File: src/rtl/key_event_fsm_pkg.sv
// ---------------------------------------------------------------------------
// key_evt_pkg
// Shared definitions for the key gesture classifier:
//   state_t        - 3-bit FSM state encoding (IDLE/PRESS1/WAIT2/PRESS2/HOLD)
//   *_DEF          - default timing constants for a 50 MHz system clock
// ---------------------------------------------------------------------------
package key_evt_pkg;

  typedef enum logic [2:0] {
    IDLE   = 3'd0,  // key released, no gesture in progress
    PRESS1 = 3'd1,  // first press in progress
    WAIT2  = 3'd2,  // released after first click, waiting for a second press
    PRESS2 = 3'd3,  // second press of a possible double click
    HOLD   = 3'd4   // long press reported, waiting for release
  } state_t;

  localparam int          CNT_W_DEF    = 26;
  localparam int unsigned LONG_CYC_DEF = 50_000_000;  // 1 s at 50 MHz
  localparam int unsigned DCLK_CYC_DEF = 12_500_000;  // 250 ms at 50 MHz

endpackage

File: src/rtl/key_event_fsm_if.sv
// ---------------------------------------------------------------------------
// key_event_fsm_if
// Groups the debounced key level with the gesture event outputs.
//   key_db    debounced key level, 0 = pressed, idle 1
//   short_o   one-cycle pulse: single short click completed
//   long_o    one-cycle pulse: press held long enough
//   double_o  one-cycle pulse: second click of a double click released
//   busy_o    classifier is mid-gesture
// Modports:
//   master - drives the key level and consumes the events (debouncer/LED side)
//   slave  - the classifier itself
// ---------------------------------------------------------------------------
interface key_event_fsm_if;

  logic key_db;
  logic short_o;
  logic long_o;
  logic double_o;
  logic busy_o;

  modport master (
    output key_db,
    input  short_o,
    input  long_o,
    input  double_o,
    input  busy_o
  );

  modport slave (
    input  key_db,
    output short_o,
    output long_o,
    output double_o,
    output busy_o
  );

endinterface

File: src/rtl/key_event_fsm_edge_det.sv
// ---------------------------------------------------------------------------
// key_edge_det
// Registers each key level once and flags its falling/rising edges against
// the live input. The register resets to 1 (released), so a key already held
// low when reset is released is reported as a fresh press.
//   clk, rst_n   clock, asynchronous active-low reset
//   d            key levels (W bits, idle 1)
//   fall         d went 1 -> 0 this cycle
//   rise         d went 0 -> 1 this cycle
// ---------------------------------------------------------------------------
module key_edge_det #(
  parameter int W = 1
) (
  input  logic         clk,
  input  logic         rst_n,
  input  logic [W-1:0] d,
  output logic [W-1:0] fall,
  output logic [W-1:0] rise
);

  for (genvar gi = 0; gi < W; gi++) begin : g_bit
    logic d_q;

    always_ff @(posedge clk or negedge rst_n) begin
      if (!rst_n) d_q <= 1'b1;
      else        d_q <= d[gi];
    end

    assign fall[gi] =  d_q & ~d[gi];
    assign rise[gi] = ~d_q &  d[gi];
  end

endmodule

File: src/rtl/key_event_fsm.sv
// ---------------------------------------------------------------------------
// key_event_fsm
// Classifies debounced key gestures into short press, long press and double
// click, and emits one-cycle registered event pulses.
//   clk      system clock
//   rst_n    asynchronous reset, active-low
//   kif      key_event_fsm_if.slave: key_db in; short_o/long_o/double_o/busy_o out
// Parameters:
//   CNT_W     width of the shared duration counter
//   LONG_CYC  low cycles that qualify a long press
//   DCLK_CYC  max high gap between the clicks of a double click
// ---------------------------------------------------------------------------
module key_event_fsm
  import key_evt_pkg::*;
#(
  parameter int          CNT_W    = CNT_W_DEF,
  parameter int unsigned LONG_CYC = LONG_CYC_DEF,
  parameter int unsigned DCLK_CYC = DCLK_CYC_DEF
) (
  input  logic             clk,
  input  logic             rst_n,
  key_event_fsm_if.slave   kif
);

  // Terminal counts: the counter reads N-1 during the Nth cycle of a state.
  localparam logic [CNT_W-1:0] LONG_TC = CNT_W'(LONG_CYC - 1);
  localparam logic [CNT_W-1:0] DCLK_TC = CNT_W'(DCLK_CYC - 1);
  localparam logic [CNT_W-1:0] CNT_MAX = '1;

  logic fall;
  logic rise;

  state_t           state_q,  state_d;
  logic [CNT_W-1:0] cnt_q,    cnt_d;
  logic             short_q,  short_d;
  logic             long_q,   long_d;
  logic             double_q, double_d;
  logic             busy_q,   busy_d;

  key_edge_det #(.W(1)) u_edge (
    .clk   (clk),
    .rst_n (rst_n),
    .d     (kif.key_db),
    .fall  (fall),
    .rise  (rise)
  );

  // Next-state / event logic. Within each state the key edge is tested
  // before the terminal count so that an edge coinciding with the terminal
  // cycle takes precedence.
  always_comb begin
    state_d  = state_q;
    short_d  = 1'b0;
    long_d   = 1'b0;
    double_d = 1'b0;

    case (state_q)
      IDLE: begin
        if (fall) state_d = PRESS1;
      end
      PRESS1: begin
        if (rise) begin
          state_d = WAIT2;
        end else if (cnt_q == LONG_TC) begin
          long_d  = 1'b1;
          state_d = HOLD;
        end
      end
      WAIT2: begin
        if (fall) begin
          state_d = PRESS2;
        end else if (cnt_q == DCLK_TC) begin
          short_d = 1'b1;
          state_d = IDLE;
        end
      end
      PRESS2: begin
        if (rise) begin
          double_d = 1'b1;
          state_d  = IDLE;
        end else if (cnt_q == LONG_TC) begin
          // The pending first click is dropped; only the long press counts.
          long_d  = 1'b1;
          state_d = HOLD;
        end
      end
      HOLD: begin
        if (rise) state_d = IDLE;
      end
      default: state_d = IDLE;
    endcase

    // Counter restarts on every state change and saturates instead of wrapping.
    if (state_d != state_q) begin
      cnt_d = '0;
    end else if (cnt_q != CNT_MAX) begin
      cnt_d = cnt_q + 1'b1;
    end else begin
      cnt_d = cnt_q;
    end

    busy_d = (state_d != IDLE);
  end

  always_ff @(posedge clk or negedge rst_n) begin
    if (!rst_n) begin
      state_q  <= IDLE;
      cnt_q    <= '0;
      short_q  <= 1'b0;
      long_q   <= 1'b0;
      double_q <= 1'b0;
      busy_q   <= 1'b0;
    end else begin
      state_q  <= state_d;
      cnt_q    <= cnt_d;
      short_q  <= short_d;
      long_q   <= long_d;
      double_q <= double_d;
      busy_q   <= busy_d;
    end
  end

  assign kif.short_o  = short_q;
  assign kif.long_o   = long_q;
  assign kif.double_o = double_q;
  assign kif.busy_o   = busy_q;

endmodule

File: src/flat_wrapper.sv
// flat-port wrapper written by rule: the top's interface ports become plain ports
module key_event_fsm_flat import key_evt_pkg::*;
#(
  parameter int          CNT_W    = CNT_W_DEF,
  parameter int unsigned LONG_CYC = LONG_CYC_DEF,
  parameter int unsigned DCLK_CYC = DCLK_CYC_DEF
)
  (clk, rst_n, kif_key_db, kif_short_o, kif_long_o, kif_double_o, kif_busy_o);
  key_event_fsm_if kif_i ();
  input  logic clk;
  input  logic rst_n;
  input wire logic [$bits(kif_i.key_db)-1:0] kif_key_db;
  output wire logic [$bits(kif_i.short_o)-1:0] kif_short_o;
  output wire logic [$bits(kif_i.long_o)-1:0] kif_long_o;
  output wire logic [$bits(kif_i.double_o)-1:0] kif_double_o;
  output wire logic [$bits(kif_i.busy_o)-1:0] kif_busy_o;
  assign kif_i.key_db = kif_key_db;
  assign kif_short_o = kif_i.short_o;
  assign kif_long_o = kif_i.long_o;
  assign kif_double_o = kif_i.double_o;
  assign kif_busy_o = kif_i.busy_o;
  key_event_fsm #(.CNT_W(CNT_W), .LONG_CYC(LONG_CYC), .DCLK_CYC(DCLK_CYC)) u_core (.clk(clk), .rst_n(rst_n), .kif(kif_i));
endmodule
File: config.mk
export PLATFORM = sky130hd
export DESIGN_NAME = key_event_fsm_flat
export DESIGN_NICKNAME = d
export VERILOG_FILES = /design/src/rtl/key_event_fsm_pkg.sv /design/src/rtl/key_event_fsm_if.sv /design/src/rtl/key_event_fsm_edge_det.sv /design/src/rtl/key_event_fsm.sv /design/src/flat_wrapper.sv
export SDC_FILE = /design/constraint.sdc
export NUM_CORES = 1
export LEC_CHECK = 0
export BUFFER_PORTS_ARGS = -buffer_cell sky130_fd_sc_hd__buf_2
export CORE_UTILIZATION = 45
export DETAILED_ROUTE_END_ITERATION = 8
export PLACE_DENSITY = 0.61
export SLEW_MARGIN = 20
export SYNTH_ARGS = -nofsm -noshare
export SYNTH_HDL_FRONTEND = slang
export SYNTH_HIERARCHICAL = 1
export SYNTH_SLANG_ARGS = --single-unit
File: constraint.sdc
create_clock -name clk -period 3 [get_ports clk]
set_input_delay 0.15 -clock clk [delete_from_list [all_inputs] [get_ports clk]]
set_output_delay 0.15 -clock clk [all_outputs]
set_load 0.02 [all_outputs]
==> results of run 1 <==
metal layers:
layer / global-route usage (%) / vias up / wire length (um)
li1: - / 824 / -
met1: 28.33 / 826 / 1905
met2: 35.29 / 63 / 2147
met3: 5.667 / 8 / 300
met4: 8.854 / 0 / 74
met5: 0 / - / 0
worst register-to-register path, stage by stage (launching register included):
cell	delay, ps
dfrtp_1	410
ha_1	240
and3_1	450
nand2_1	170
o41a_1	470
nor3_4	120
buf_4	300
nor3_1	120
through the flow:
| stage | area [um2] | std cells | setup slack (ps) | total power, mW |
|---|---|---|---|---|
| after floorplan | 1973 | 221 | 873.5 | 0.6804 |
| after global placement | 2038 | 268 | 676.9 | 0.7226 |
| after detailed placement | 2038 | 268 | 623.2 | 0.7334 |
| after CTS | 2135 | 277 | 612.1 | 1.048 |
| after global routing | 2135 | 277 | 476.8 | 1.101 |
| final | 2135 | 277 | 601.7 | 1.032 |
report_power, final:
group	total [mW]	internal [mW]	switching [mW]
Clock	0.308	0.159	0.148
Combinational	0.173	0.0679	0.105
Sequential	0.552	0.500	0.0517
Total	1.03	0.727	0.305
cell usage in the layout, fill, tap and decap left out, types with 8 or more instances in the layout:
cell type,synthesis,layout
nor3_1,8,8
nor2_1,25,25
nand4_1,9,9
dfrtp_1,33,33
a21oi_1,8,8
a211oi_1,8,8
nand2_1,19,19
and3_1,9,9
xnor2_1,13,13
nand3_1,13,13
final timing paths:
| check | slack (ps) | to | depth (start not counted) |
|---|---|---|---|
| hold reg to reg | 570 | u_core/state_q[0] | 1 |
| min in group clk | 530 | u_core/u_edge/g_bit[0].d_q | 2 |
| max in group asynchronous | 2050 | u_core/cnt_q[19] | 2 |
| hold / removal | 470 | u_core/kif.long_o | 2 |
| setup reg to reg | 600 | u_core/cnt_q[3] | 7 |
| setup / recovery | 600 | u_core/cnt_q[3] | 7 |
layout make-up:
type,count,area [um2],share of cell area [%]
flip-flops and latches,34,852.1,39.92
well taps,50,62.56,2.931
inverters,4,15.01,0.7034
clock buffers,7,76.32,3.576
repair buffers,11,72.57,3.400
multi-input cells,171,1056,49.47
sequential cells by signal (all words and copies together) (netlist names):
name / flops
u_core/kif.double_o: 1
u_core/kif.busy_o: 1
u_core/kif.long_o: 1
u_core/state_q: 3
u_core/u_edge/g_bit.d_q: 1
u_core/kif.short_o: 1
u_core/cnt_q: 26
cell families (layout without fill, tap and decap cells):
group,Yosys count,after routing,share of synthesized area [%]
AOI/OAI and AO/OA,37,37,13.19
muxes,2,2,1.015
xor gates and xnor gates,15,15,6.658
buffers and inverters,16,22,3.297
adders and majority gates,1,1,0.6340
DFF,34,34,43.18
and+or+nand+nor,116,116,32.02
==> summary.txt, run 1 <==
Netlist cell types - 42
Main synth FF type - dfrtp_1
Antenna violations before repair - 0
Setup TNS - 0 ps
Total CTS buffers - 5
Worst skew pair latency - 280 ps
Number of vias per cell - 6.213
Worst setup startpoint - u_core/cnt_q[0]
Hold_buf cts - 2
CP Cell Sequence - ha_1 -> and3_1 -> nand2_1 -> o41a_1 -> nor3_4 -> buf_4 -> nor3_1
Unrepaired setup endpoints after global routing - false
First-pass GRT wire length - 7431 um
Worst setup SP type - flop
Status - complete, no violations
Share of cells above drive strength 1 - 9.692%
Crit Path Category - reg -> reg
Port Buffers - 6
# setup viols final - 0
Starting DRC count in detailed routing - 123
# IOs - 7
Post-synth top area share - 41.85%
DPL Wire Length - 3114 um
Worst setup EP type - flop
Cells after synthesis - 221
Worst-path fanout max - 26
Syn_nets - 225
Number of synthesized flops with an enable pin - 0
Initial DRT Pass Iterations - 5
Core ar. - 4115 um2
CP Buf/Inv Count - 1
Power per cell area - 483.6 nW/um2
Fmax - 0.4170 GHz
Longest Clk Path Bufs - 2
Async SR Flop Fraction - 100.0%
Final Hold Slack - 473.0 ps
Yosys warnings - 6
Worst EP arrival - 2550 ps
WL per Instance - 15.98 um
Worst slew margin - 40.68%
Via count - 1,721
Fill count - 415
Yosys top cell by area - dfrtp_1
Family with the most delay on the worst path - simple AND/OR/NAND/NOR gates
Setup Buffers After CTS - 0
Starting density of the core - 47.95%
GRT Util Overall - 22.10%
Fin crit period - 2398 ps
Cts repair resizes - 0
Core Rows - 23
Vias in the first global route - 1,593
H-tree Lvls - 2
Gr ovfl total - 0
Nets@finish - 231
Largest net degree at the start of global routing - 35
Critical path's slowest cell - o41a_1
Leak - 0.8179 nW
Die width - 68.22 um
DIE HEIGHT - 68.22 um
Syn avg cell area - 8.928 um2
Max Clock Skew - 2.777 ps
Largest cells by area after synthesis - dfrtp_1 42%, xnor2_1 5.8%, nor2_1 4.8%
Ant diodes - 0
Dominant cell by count in the synthesized netlist - dfrtp_1
CTS clk-pin slew, worst paths - 60 ps
Max-slew violations - 0
Final period util - 79.94%
DIE AREA - 4653 um2
CTS tree - yes
Max_cap viols - 0
Antenna viol nets, final - 0
Remaining DRCs - 0
Layout Area Growth over Synthesis - 8.180%
Root Driver - clkbuf_8
Clock sink count - 34
VDD IR max - 0.3016 mV
Min-delay worst type - in -> async
Placer Congestion - 0.8545
Synth Cell Area - 1973 um2
Crit path required time - 3160 ps
Total Wirelength - 4427 um
Seq cells post-synth - 34
Synth cell count leaders - 33 x dfrtp_1, 25 x nor2_1, 19 x nand2_1
Worst Tran Pin Value - 867.4 ps
Util after Layout - 51.87%
Seq/Total Area, Yosys - 43.18%
Reg2reg start - u_core/cnt_q[0]
CP peak stage delay - 470 ps
Fin. Hold Viols - 0
(Power assumes the default switching activity.)
==> inputs of run 2 (changes only) <==
Settings changed: PLACE_DENSITY 0.61 to 0.63.
Clock period 3 ns to 2.1 ns, I/O delays scaled along.
==> run 2 against run 1 <==
Net effect:
- the run now ends with setup timing left
- global-route usage grew 3.1 points
- wire length grew 20%
- via count grew 12%
- register-to-register slack worse by 610 ps
- clock skew rose by 2.9 ps
- power is 61% higher
- sequential cell count unchanged
- cell count rose by 14%
- sequential power rose by 42%
- final area is 17% higher
- sequential share of layout area shrank 5.8 points
==> summary.txt, run 2 (synthesis gave the netlist of run 1 again) <==
Remaining DRCs - 0
CP peak stage delay - 520 ps
Fmax - 0.4743 GHz
Max reg flops - 26
Core ar. - 4115 um2
DPL Wire Length - 3661 um
Core Rows - 23
DIE AREA - 4653 um2
Largest registers - u_core/cnt_q x26, u_core/state_q x3
Top reg by flops - u_core/cnt_q
Port Buffers - 6
Max-slew violations - 0
Starting density of the core - 47.95%
Worst slew margin - 49.50%
Psw - 504.6 uW
# IOs - 7
Number of vias per cell - 6.095
Worst setup margin - -8.402 ps
Placed Cells - 298
Worst EP arrival - 2270 ps
Commonest non-fill, non-tap cells in the layout - 38 x buf_4, 32 x dfrtp_1, 24 x nor2_1
Max_cap viols - 0
Util after Layout - 60.78%
Layout Area Growth over Synthesis - 26.76%
Root Driver - clkbuf_8
DIE HEIGHT - 68.22 um
DP Worst Slack - -8.744 ps
Worst Tran Pin Value - 757.5 ps
Critical path's slowest cell - or4_4
Status - complete, but fails checks
CP Cell Sequence - nand4_1 -> or4_4 -> o311a_4 -> nor3_4 -> buf_4 -> buf_6 -> a311oi_1
Worst R2R Setup Slack - -8 ps
Fin crit period - 2108 ps
Longest Clk Path Bufs - 2
Max Clock Skew - 5.677 ps
Fin. Hold Viols - 0
Worst-path fanout max - 8
Power per cell area - 664.5 nW/um2
Antenna violations before repair - 0
Logic gate share of total power - 22.7%
Sequential Power Share - 47.2%
Final total power - 1.662 mW
Initial DRT Pass Iterations - 4
Total CTS buffers - 5
Starting DRC count in detailed routing - 132
Failing checks - setup timing
Share of cells above drive strength 1 - 26.79%
Vias in the first global route - 1,821
Crit Path Category - reg -> reg
Ant diodes - 0
WL per Instance - 16.84 um
H-tree Lvls - 2
CTS tree - yes
Commonest non-fill, non-tap cell in the layout - buf_4
# setup viols final - 6
Clock sink count - 34
Crit path required time - 2260 ps
Nets@finish - 268
Via count - 1,920
Worst setup EP type - flop
VDD IR max - 0.6147 mV
Net Sw Frac - 30.36%
Gr ovfl total - 0
Clock power share - 30.1%
Die width - 68.22 um
Min-delay worst type - in -> async
Unrepaired setup endpoints after global routing - true
Worst skew pair latency - 290 ps
Largest net degree at the start of global routing - 35
CTS clk-pin slew, worst paths - 70 ps
GRT Util Overall - 25.16%
Pint - 1.157 mW
Final std cells w/o fill - 315
Worst setup SP type - flop
Antenna viol nets, final - 0
Leak - 1.034 nW
Total Wirelength - 5304 um
First-pass GRT wire length - 8466 um
Final period util - 100.4%
Placer Congestion - 0.8935
==> run 2: power groups by stage <==
| stage | logic, mW | clock network (mW) | registers, mW |
|---|---|---|---|
| 5_1_grt | 0.419 | 0.536 | 0.795 |
| 3_3_place_gp | 0.279 | 0 | 0.787 |
| 2_1_floorplan | 0.190 | 0 | 0.782 |
| 6_report | 0.378 | 0.500 | 0.785 |
| 4_1_cts | 0.298 | 0.515 | 0.784 |
| 3_5_place_dp | 0.289 | 0 | 0.796 |
==> run 2: what timing repair did <==
| action | in CTS | in global routing |
|---|---|---|
| endpoints found under the setup margin | 9 | 29 |
| endpoints found under the hold margin | 34 | 0 |
| pin swaps | 0 | 0 |
| gates resized for setup | 3 | 15 |
| gates cloned | 0 | 1 |
| hold buffers | 2 | 0 |
| buffers inserted | 0 | 6 |
==> run 2: path summary, 6_finish.rpt <==
path | from | to | cells after the start
setup reg to reg | u_core/cnt_q[19] | u_core/cnt_q[24] | 7
min in group clk | kif_key_db | u_core/u_edge/g_bit[0].d_q | 2
setup / recovery | u_core/cnt_q[19] | u_core/cnt_q[24] | 7
max in group asynchronous | rst_n | u_core/cnt_q[25] | 2
hold reg to reg | u_core/cnt_q[24] | u_core/cnt_q[24] | 1
hold / removal | rst_n | u_core/kif.busy_o | 2
==> run 2: metal layers <==
layer,GRT usage (%),wire length (um),part of all wire (%)
met1,30.33,2280,43
met5,0,0,0
met3,6.167,223,4.2
met2,41.67,2619,49
met4,11.98,179,3.4
==> run 2: area by class of cell <==
cell class / instances / area (um2)
fill: 370 / 1614
multi-input combinational: 171 / 1117
sequential: 34 / 853.3
timing repair buffer: 48 / 361.6
clock buffer: 7 / 86.33
tap: 50 / 62.56
inverter: 4 / 15.01
clock inverter: 1 / 5.005
==> run 2: per-stage QoR <==
step           hold WS, ps  TNS [ps]  cell area, um2
4_1_cts              440.8         0            2386
5_1_grt              496.8     -1728            2501
2_1_floorplan       -190.6         0            1974
3_5_place_dp         218.5    -13.06            2263
3_3_place_gp         198.1         0            2263
6_report             417.6    -20.81            2501
==> run 2: critical path: cells and delay by family, from the launching register on <==
kind | cells | cell delay (ps)
buffers and inverters | 2 | 260
DFF | 1 | 390
AOI/OAI and AO/OA | 2 | 430
and+or+nand+nor | 3 | 890
==> inputs of run 3 (changes only) <==
==> constraint.sdc (replaced) <==
create_clock -name clk -period 2.1 [get_ports clk]
set_input_delay 0.315 -clock clk [delete_from_list [all_inputs] [get_ports clk]]
set_output_delay 0.315 -clock clk [all_outputs]
set_load 0.02 [all_outputs]
==> run 3 against run 2 <==
Net effect:
- clock power about the same
- the flow still finishes with violations (setup timing)
- highest routed layer unchanged
- maximum frequency decreased by 0.29%
- sequential share of layout area increased by 0.28 points
- critical path depth unchanged
- final area decreased by 0.80%
- sequential cell count unchanged
- first-iteration DRC count unchanged
- cell count decreased by 0.63%
- largest power group unchanged
- via count decreased by 1.5%
==> summary.txt, run 3 (synthesis gave the netlist of run 1 again) <==
Unrepaired setup endpoints after global routing - true
Total CTS buffers - 5
Leak - 1.026 nW
Antenna viol nets, final - 0
Final period util - 100.7%
Logic gate share of total power - 22.6%
DPL Wire Length - 3661 um
Ant diodes - 0
First-pass GRT wire length - 8424 um
Setup TNS - -59.76 ps
Crit path required time - 2260 ps
Commonest non-fill, non-tap cells in the layout - 38 x buf_4, 32 x dfrtp_1, 24 x nor2_1
Layout Area Growth over Synthesis - 25.75%
Worst skew pair latency - 290 ps
WL per Instance - 16.90 um
Worst setup EP type - flop
Port Buffers - 6
Fin. Hold Viols - 0
Initial DRT Pass Iterations - 4
Hold_buf cts - 0
Worst EP arrival - 2270 ps
Max_cap viols - 0
Net Sw Frac - 30.25%
Vias in the first global route - 1,815
Root Driver - clkbuf_8
GRT Util Overall - 25.06%
Largest registers - u_core/cnt_q x26, u_core/state_q x3
CTS tree - yes
Crit Path Category - reg -> reg
Worst setup SP type - flop
Placed Cells - 298
DIE AREA - 4653 um2
Fin crit period - 2115 ps
Fmax - 0.4729 GHz
Largest net degree at the start of global routing - 35
Placer Congestion - 0.8935
H-tree Lvls - 2
# IOs - 7
Share of cells above drive strength 1 - 27.00%
Sequential Power Share - 47.4%
VDD IR max - 0.6103 mV
Worst Tran Pin Value - 755.2 ps
Starting density of the core - 47.95%
Max reg flops - 26
DIE HEIGHT - 68.22 um
DP Worst Slack - -8.744 ps
Util after Layout - 60.29%
Commonest non-fill, non-tap cell in the layout - buf_4
Remaining DRCs - 0
Max Clock Skew - 5.496 ps
Final Hold Slack - 90.55 ps
Nets@finish - 266
Worst setup margin - -14.56 ps
Gr ovfl total - 0
Starting DRC count in detailed routing - 132
Top reg by flops - u_core/cnt_q
Total Wirelength - 5291 um
Power per cell area - 667.4 nW/um2
Pint - 1.155 mW
Core Rows - 23
Die width - 68.22 um
Max-slew violations - 0
Worst R2R Setup Slack - -10 ps
Via count - 1,891
Psw - 500.9 uW
Worst-path fanout max - 8
Status - complete, but fails checks
Worst slew margin - 49.65%
Clock sink count - 34
Longest Clk Path Bufs - 2
Number of vias per cell - 6.042
CTS clk-pin slew, worst paths - 70 ps
Core ar. - 4115 um2
Fill count - 374
# setup viols final - 11
Final std cells w/o fill - 313
Failing checks - setup timing
Clock power share - 30.0%
Antenna violations before repair - 0
Min-delay worst type - in -> async
run 3: cell types whose count changed in the layout (fill, tap and decap cells not counted):
cell | previous run | this run
dlygate4sd3_1 | 2 | 0
run 3: metrics by stage:
step | total power, mW | cell area [um2]
CTS | 1.594 | 2366
global placement | 1.066 | 2263
detailed placement | 1.085 | 2263
floorplan | 0.9722 | 1974
global route | 1.747 | 2481
finish | 1.656 | 2481
run 3: worst max-delay path, cell delays in order, from the launching register on:
cell and delay (ps):
dfrtp_1 390, nand4_1 170, or4_4 520, o311a_4 380, nor3_4 200, buf_4 140
buf_6 130, a311oi_1 50
run 3: final cells by class:
class | instances | area [um2] | area share [%]
clock buffer | 7 | 86.33 | 3.480
clock inverter | 1 | 5.005 | 0.2017
inverter | 4 | 15.01 | 0.6051
multi-input combinational | 171 | 1117 | 45.03
sequential | 34 | 853.3 | 34.39
tap | 50 | 62.56 | 2.521
timing repair buffer | 46 | 341.6 | 13.77
run 3: path summary, 6_finish.rpt:
kind | to | depth (start not counted) | from
max in group asynchronous | u_core/cnt_q[25] | 1 | rst_n
hold / removal | u_core/kif.long_o | 1 | rst_n
min in group clk | u_core/u_edge/g_bit[0].d_q | 1 | kif_key_db
hold reg to reg | u_core/cnt_q[24] | 1 | u_core/cnt_q[24]
setup / recovery | u_core/cnt_q[24] | 7 | u_core/cnt_q[19]
setup reg to reg | u_core/cnt_q[24] | 7 | u_core/cnt_q[19]
run 3: what timing repair did:
action,CTS,global route
hold endpoints to repair,0,0
cloned,0,1
setup buffers,0,6
resized for setup,3,15
setup endpoints to repair,9,29
run 3: metal layers:
layer	part of all wire (%)	vias to the layer above	GRT usage, %
li1	-	897	-
met1	43	925	30.57
met2	50	56	41.05
met3	5.0	13	6.167
met4	2.5	0	11.98
met5	0	-	0
run 3: power groups by stage:
| stage | clock network, mW | logic (mW) | registers (mW) |
|---|---|---|---|
| 5_1_grt | 0.537 | 0.415 | 0.795 |
| 3_3_place_gp | 0 | 0.279 | 0.787 |
| 3_5_place_dp | 0 | 0.289 | 0.796 |
| 4_1_cts | 0.515 | 0.295 | 0.784 |
| 2_1_floorplan | 0 | 0.190 | 0.782 |
| 6_report | 0.497 | 0.374 | 0.785 |
